<file path="src/rtl/joystick_reader.sv">
// joystick_reader: SPI master polling a joystick, quantizing X/Y and capturing buttons
module joystick_reader #(
  parameter int CLK_DIV     = 50,
  parameter int SS_SETUP    = 1500,
  parameter int BYTE_GAP    = 1000,
  parameter int POLL_PERIOD = 1000000
) (
  input  logic       Clk,
  input  logic       Reset,
  input  logic [1:0] Led,
  input  logic       MISO,
  output logic       SS,
  output logic       SCLK,
  output logic       MOSI,
  output logic [3:0] Joystick_data,
  output logic [3:0] Joystick_Y,
  output logic [2:0] Buttons,
  output logic       Data_Valid
);
  localparam int PW = $clog2(POLL_PERIOD);
  localparam int CW = $clog2(SS_SETUP + BYTE_GAP + CLK_DIV + 1);
  typedef enum logic [2:0] {IDLE, SETUP, SHIFT, GAP, DONE} state_t;
  state_t state;
  logic [PW-1:0] poll_cnt;
  logic [CW-1:0] cnt;
  logic [2:0] bit_idx, byte_idx, btn_sh;
  logic [7:0] tx, rx;
  logic [9:0] x_sh, y_sh;
  logic [1:0] led_q;
  logic wrap;
  assign wrap = poll_cnt == PW'(POLL_PERIOD - 1);
  // free-running poll timer, wraps every POLL_PERIOD cycles
  always_ff @(posedge Clk)
    if (!Reset) poll_cnt <= '0;
    else poll_cnt <= wrap ? '0 : poll_cnt + 1'b1;
  // transaction sequencer; the wrap cycle counts as the first setup cycle and DONE as the last SS-low slot
  always_ff @(posedge Clk) begin
    if (!Reset) begin
      state <= IDLE;
      SS <= 1'b1;
      SCLK <= 1'b0;
      MOSI <= 1'b0;
      Data_Valid <= 1'b0;
      Joystick_data <= 4'd5;
      Joystick_Y <= 4'd5;
      Buttons <= '0;
      cnt <= '0;
      bit_idx <= '0;
      byte_idx <= '0;
      tx <= '0;
      rx <= '0;
      x_sh <= '0;
      y_sh <= '0;
      btn_sh <= '0;
      led_q <= '0;
    end else begin
      Data_Valid <= 1'b0;
      case (state)
        IDLE: if (wrap) begin
          state <= SETUP;
          SS <= 1'b0;
          led_q <= Led;
          cnt <= CW'(1);
        end
        SETUP: if (cnt == CW'(SS_SETUP - 1)) begin
          state <= SHIFT;
          cnt <= '0;
          bit_idx <= '0;
          byte_idx <= '0;
          tx <= {6'b100000, led_q};
          MOSI <= 1'b1;
        end else cnt <= cnt + 1'b1;
        SHIFT: if (cnt != CW'(CLK_DIV - 1)) cnt <= cnt + 1'b1;
        else begin
          cnt <= '0;
          SCLK <= ~SCLK;
          if (!SCLK) rx <= {rx[6:0], MISO};
          else if (bit_idx != 3'd7) begin
            bit_idx <= bit_idx + 1'b1;
            MOSI <= tx[6];
            tx <= {tx[6:0], 1'b0};
          end else begin
            MOSI <= 1'b0;
            state <= byte_idx == 3'd4 ? DONE : GAP;
            if (byte_idx == 3'd0) x_sh[7:0] <= rx;
            if (byte_idx == 3'd1) x_sh[9:8] <= rx[1:0];
            if (byte_idx == 3'd2) y_sh[7:0] <= rx;
            if (byte_idx == 3'd3) y_sh[9:8] <= rx[1:0];
            if (byte_idx == 3'd4) btn_sh <= rx[2:0];
          end
        end
        GAP: if (cnt == CW'(BYTE_GAP - 1)) begin
          state <= SHIFT;
          cnt <= '0;
          bit_idx <= '0;
          byte_idx <= byte_idx + 1'b1;
          tx <= '0;
        end else cnt <= cnt + 1'b1;
        DONE: begin
          state <= IDLE;
          SS <= 1'b1;
          Data_Valid <= 1'b1;
          Joystick_data <= {1'b0, x_sh[9:7]} + 4'd1;
          Joystick_Y <= {1'b0, y_sh[9:7]} + 4'd1;
          Buttons <= btn_sh;
        end
        default: state <= IDLE;
      endcase
    end
  end
endmodule

</file>
<file path="config.mk">
export PLATFORM = sky130hd
export DESIGN_NAME = joystick_reader
export DESIGN_NICKNAME = d
export VERILOG_FILES = /design/src/rtl/joystick_reader.sv
export SDC_FILE = /design/constraint.sdc
export NUM_CORES = 1
export LEC_CHECK = 0
export ABC_AREA = 1
export CAP_MARGIN = 20
export CORE_UTILIZATION = 46
export DETAILED_ROUTE_END_ITERATION = 10
export SYNTH_ARGS = -nofsm -noshare
export SYNTH_HDL_FRONTEND = slang
export SYNTH_SLANG_ARGS = --single-unit
</file>
<file path="constraint.sdc">
create_clock -name Clk -period 2.08 [get_ports Clk]
set_input_delay 0.416 -clock Clk [delete_from_list [all_inputs] [get_ports Clk]]
set_output_delay 0.416 -clock Clk [all_outputs]
set_load 0.01 [all_outputs]
</file>
==> flow_summary.json <==
{
  "status": "finished, final reports clean",
  "power_switching_uw": 1060,
  "die_x_um": 95.6,
  "vias": 3694,
  "post_cts_buffers": 0,
  "drtIter0Drc": 135,
  "post_synth_num_cell_types": 36,
  "syn_area_mm2": 0.00403,
  "slew_headroom_pct": 71.1,
  "max-cap-violations": 0,
  "seq_power_share_pct": 48.3,
  "ys_ff_latch": 82,
  "fill_cells": 819,
  "coreArea_mm2": 0.00834,
  "placementRows": 33,
  "p_comb_share_pct": 16.3,
  "p_per_area_mw_per_mm2": 751,
  "rsz0062_at_grt": "no",
  "gp_congestion": 0.959,
  "grt_pass1_wl_mm": 15.5,
  "ios": 20,
  "syn_avg_cell_area_um2": 6.98,
  "antenna_found_initial": 0,
  "final_layout_size_suffix_gt1_share_pct": 10.1,
  "viasPerCell": 5.14,
  "portBuffers": 19,
  "clkSlewWorstSetupHoldPaths_ns": 0.09,
  "ctsHoldBuffers": 0,
  "synth_cells": 577,
  "finalCritPeriodShare_pct": 90.2,
  "grt_overflow": 0,
  "cts_resized": 0,
  "cp-start-kind": "register",
  "max_freq_mhz": 533,
  "yosysSeqAreaShare_pct": 40.8,
  "p_sw_share_pct": 30.6,
  "synth_area_leaders": "dfxtp_1 (41%), nand2_1 (11%), nor2_1 (8.9%), a21oi_1 (5.7%), inv_1 (5.4%)",
  "leakage_uw": 0.00182,
  "yosys_warnings": 0,
  "n_antenna_cell": 0,
  "hpwlAfterDp_mm": 6.75,
  "root_buffer": "clkbuf_8",
  "fin_nets": 626,
  "dieArea_mm2": 0.00913,
  "min_path_type": "register to register",
  "arrival_ns": 2.15,
  "syn_nets": 594,
  "worst_pin_slew_ns": 0.434,
  "drt_pass1_iterations": 5,
  "synth.top_cell.area_share_pct": 40.8,
  "fin_skew_ns": 0.0110,
  "cts.sink_count": 82,
  "grt_max_degree": 21,
  "syn2layout_area_growth_pct": 14.6,
  "p_int_uw": 2410,
  "tritoncts": "yes",
  "required_ns": 2.35,
  "grt_util_all_layers_pct": 21.9,
  "htree_num_levels": 3,
  "min_period_ns": 1.88,
  "wl_per_cell_um": 12.7,
  "hold_violations": 0,
  "cp_max_fo": 10,
  "initial_core_util_pct": 48.3,
  "insertion_delay_ns": 0.36,
  "slew_viol_final": 0,
  "clockPowerShare_pct": 35.4,
  "drc": 0,
  "vdd_drop_max_mv": 0.392,
  "yosys.area.top_type": "dfxtp_1",
  "cts_made_buffers": 9,
  "clock_path_buffers": 2,
  "final_util_pct": 55.3,
  "wl_mm": 9.12,
  "endpoint_kind": "register",
  "postRouteAntennaNets": 0,
  "finalSetupViolCount": 0,
  "worstSetupPathType": "register to register",
  "setup_tns_ns": 0,
  "die_h_um": 95.6,
  "grt_pass1_vias": 3368
}
## Yosys cell counts, drive strengths merged
master	count
nand2	130
nor2	106
dfxtp	82
inv	63
a21oi	46
nand3	45
o21ai	26
nor3	17
ha	12
nand4	12
buf	6
a22o	5
clkbuf	4
nor3b	4
o21a	4
xor2	4
or2	2
xnor2	2
a211oi	1
a22oi	1
a31oi	1
clkinv	1
nand3b	1
o21bai	1
o31ai	1
## cells by family after synthesis
kind of cell	Yosys count	share of synthesized area [%]
DFF	82	40.8
xor gates and xnor gates	6	1.31
and+or+nand+nor	317	35.4
adders and majority gates	12	3.73
AOI/OAI and AO/OA	86	11.8
buffers and inverters	74	6.99
## layer usage
| metal | share of wire (%) | vias up | routed length (um) | track usage, % |
|---|---|---|---|---|
| li1 | - | 1933 | - | - |
| met1 | 48 | 1671 | 4400 | 28.8 |
| met2 | 46 | 77 | 4210 | 35.2 |
| met3 | 3.6 | 13 | 331 | 3.91 |
| met4 | 2.0 | 0 | 182 | 9.20 |
| met5 | 0 | - | 0 | 0 |
## critical path, stage by stage, from the launching register on
cell and delay [ns]:
dfxtp_1 0.41, ha_1 0.25, nand2_1 0.07, nor2_1 0.16
nand3_1 0.12, nand2_2 0.10, nand2_2 0.09, nor2_2 0.35
nand3_1 0.12, nand2_1 0.09, nor2_1 0.04
## cell type report
| type | count | area (um2) | share of cell area, % |
|---|---|---|---|
| clock inverters | 7 | 82.6 | 1.79 |
| repair buffers | 31 | 280 | 6.07 |
| well taps | 105 | 131 | 2.85 |
| inverters | 64 | 240 | 5.21 |
| flip-flops and latches | 82 | 1640 | 35.6 |
| clock buffers | 9 | 124 | 2.68 |
| multi-input cells | 421 | 2110 | 45.8 |
## power by group through the flow
stage | logic [uW] | registers (uW) | clock network (uW)
finish | 566 | 1670 | 1230
global placement | 556 | 1710 | 0
global route | 650 | 1680 | 1330
detailed placement | 562 | 1710 | 0
floorplan | 406 | 1700 | 0
CTS | 564 | 1670 | 1260
## through the flow
stage / cells / hold WS [ns] / cell area [um2] / setup slack (ns) / total power, uW
finish: 719 / 0.449 / 4610 / 0.205 / 3470
CTS: 719 / 0.453 / 4600 / 0.178 / 3500
global route: 719 / 0.467 / 4610 / 0.000318 / 3660
detailed placement: 703 / 0.434 / 4400 / 0.194 / 2270
global placement: 703 / 0.431 / 4400 / 0.191 / 2260
floorplan: 577 / 0.418 / 4030 / 0.508 / 2110
## cell usage in the layout (no fill, tap or decap), types with 3 or more instances in the layout
cell type          n
buf_4             12
clkdlybuf4s50_1   19
inv_2              5
nand3_1           42
nand2_2            8
nor3_1            15
ha_1              12
o21a_1             4
nor2_1            95
inv_1             58
a22o_1             5
nor2_2             9
nand2_1          122
xor2_1             4
nor3b_1            3
nand4_1           11
o21ai_0           25
a21oi_1           46
clkbuf_8           9
dfxtp_1           82
## state kept, by name, indices dropped and copies added, names as in the netlist, 2 cells and up
register	cells
btn_sh	3
tx	7
led_q	2
state	3
Buttons	3
bit_idx	3
byte_idx	3
cnt	12
Joystick_Y	4
Joystick_data	4
y_sh	3
x_sh	3
rx	8
poll_cnt	20
## final timing paths
kind / from / slack [ns] / depth (start not counted) / to
max reg2reg: cnt[0]$_SDFFE_PN0P_ / 0.20 / 10 / bit_idx[2]$_SDFFE_PN0P_
max: cnt[0]$_SDFFE_PN0P_ / 0.20 / 10 / bit_idx[2]$_SDFFE_PN0P_
min: rx[5]$_SDFFE_PN0P_ / 0.45 / 2 / rx[5]$_SDFFE_PN0P_
min reg2reg: rx[5]$_SDFFE_PN0P_ / 0.45 / 2 / rx[5]$_SDFFE_PN0P_
Power figures use the tool's default switching activity.
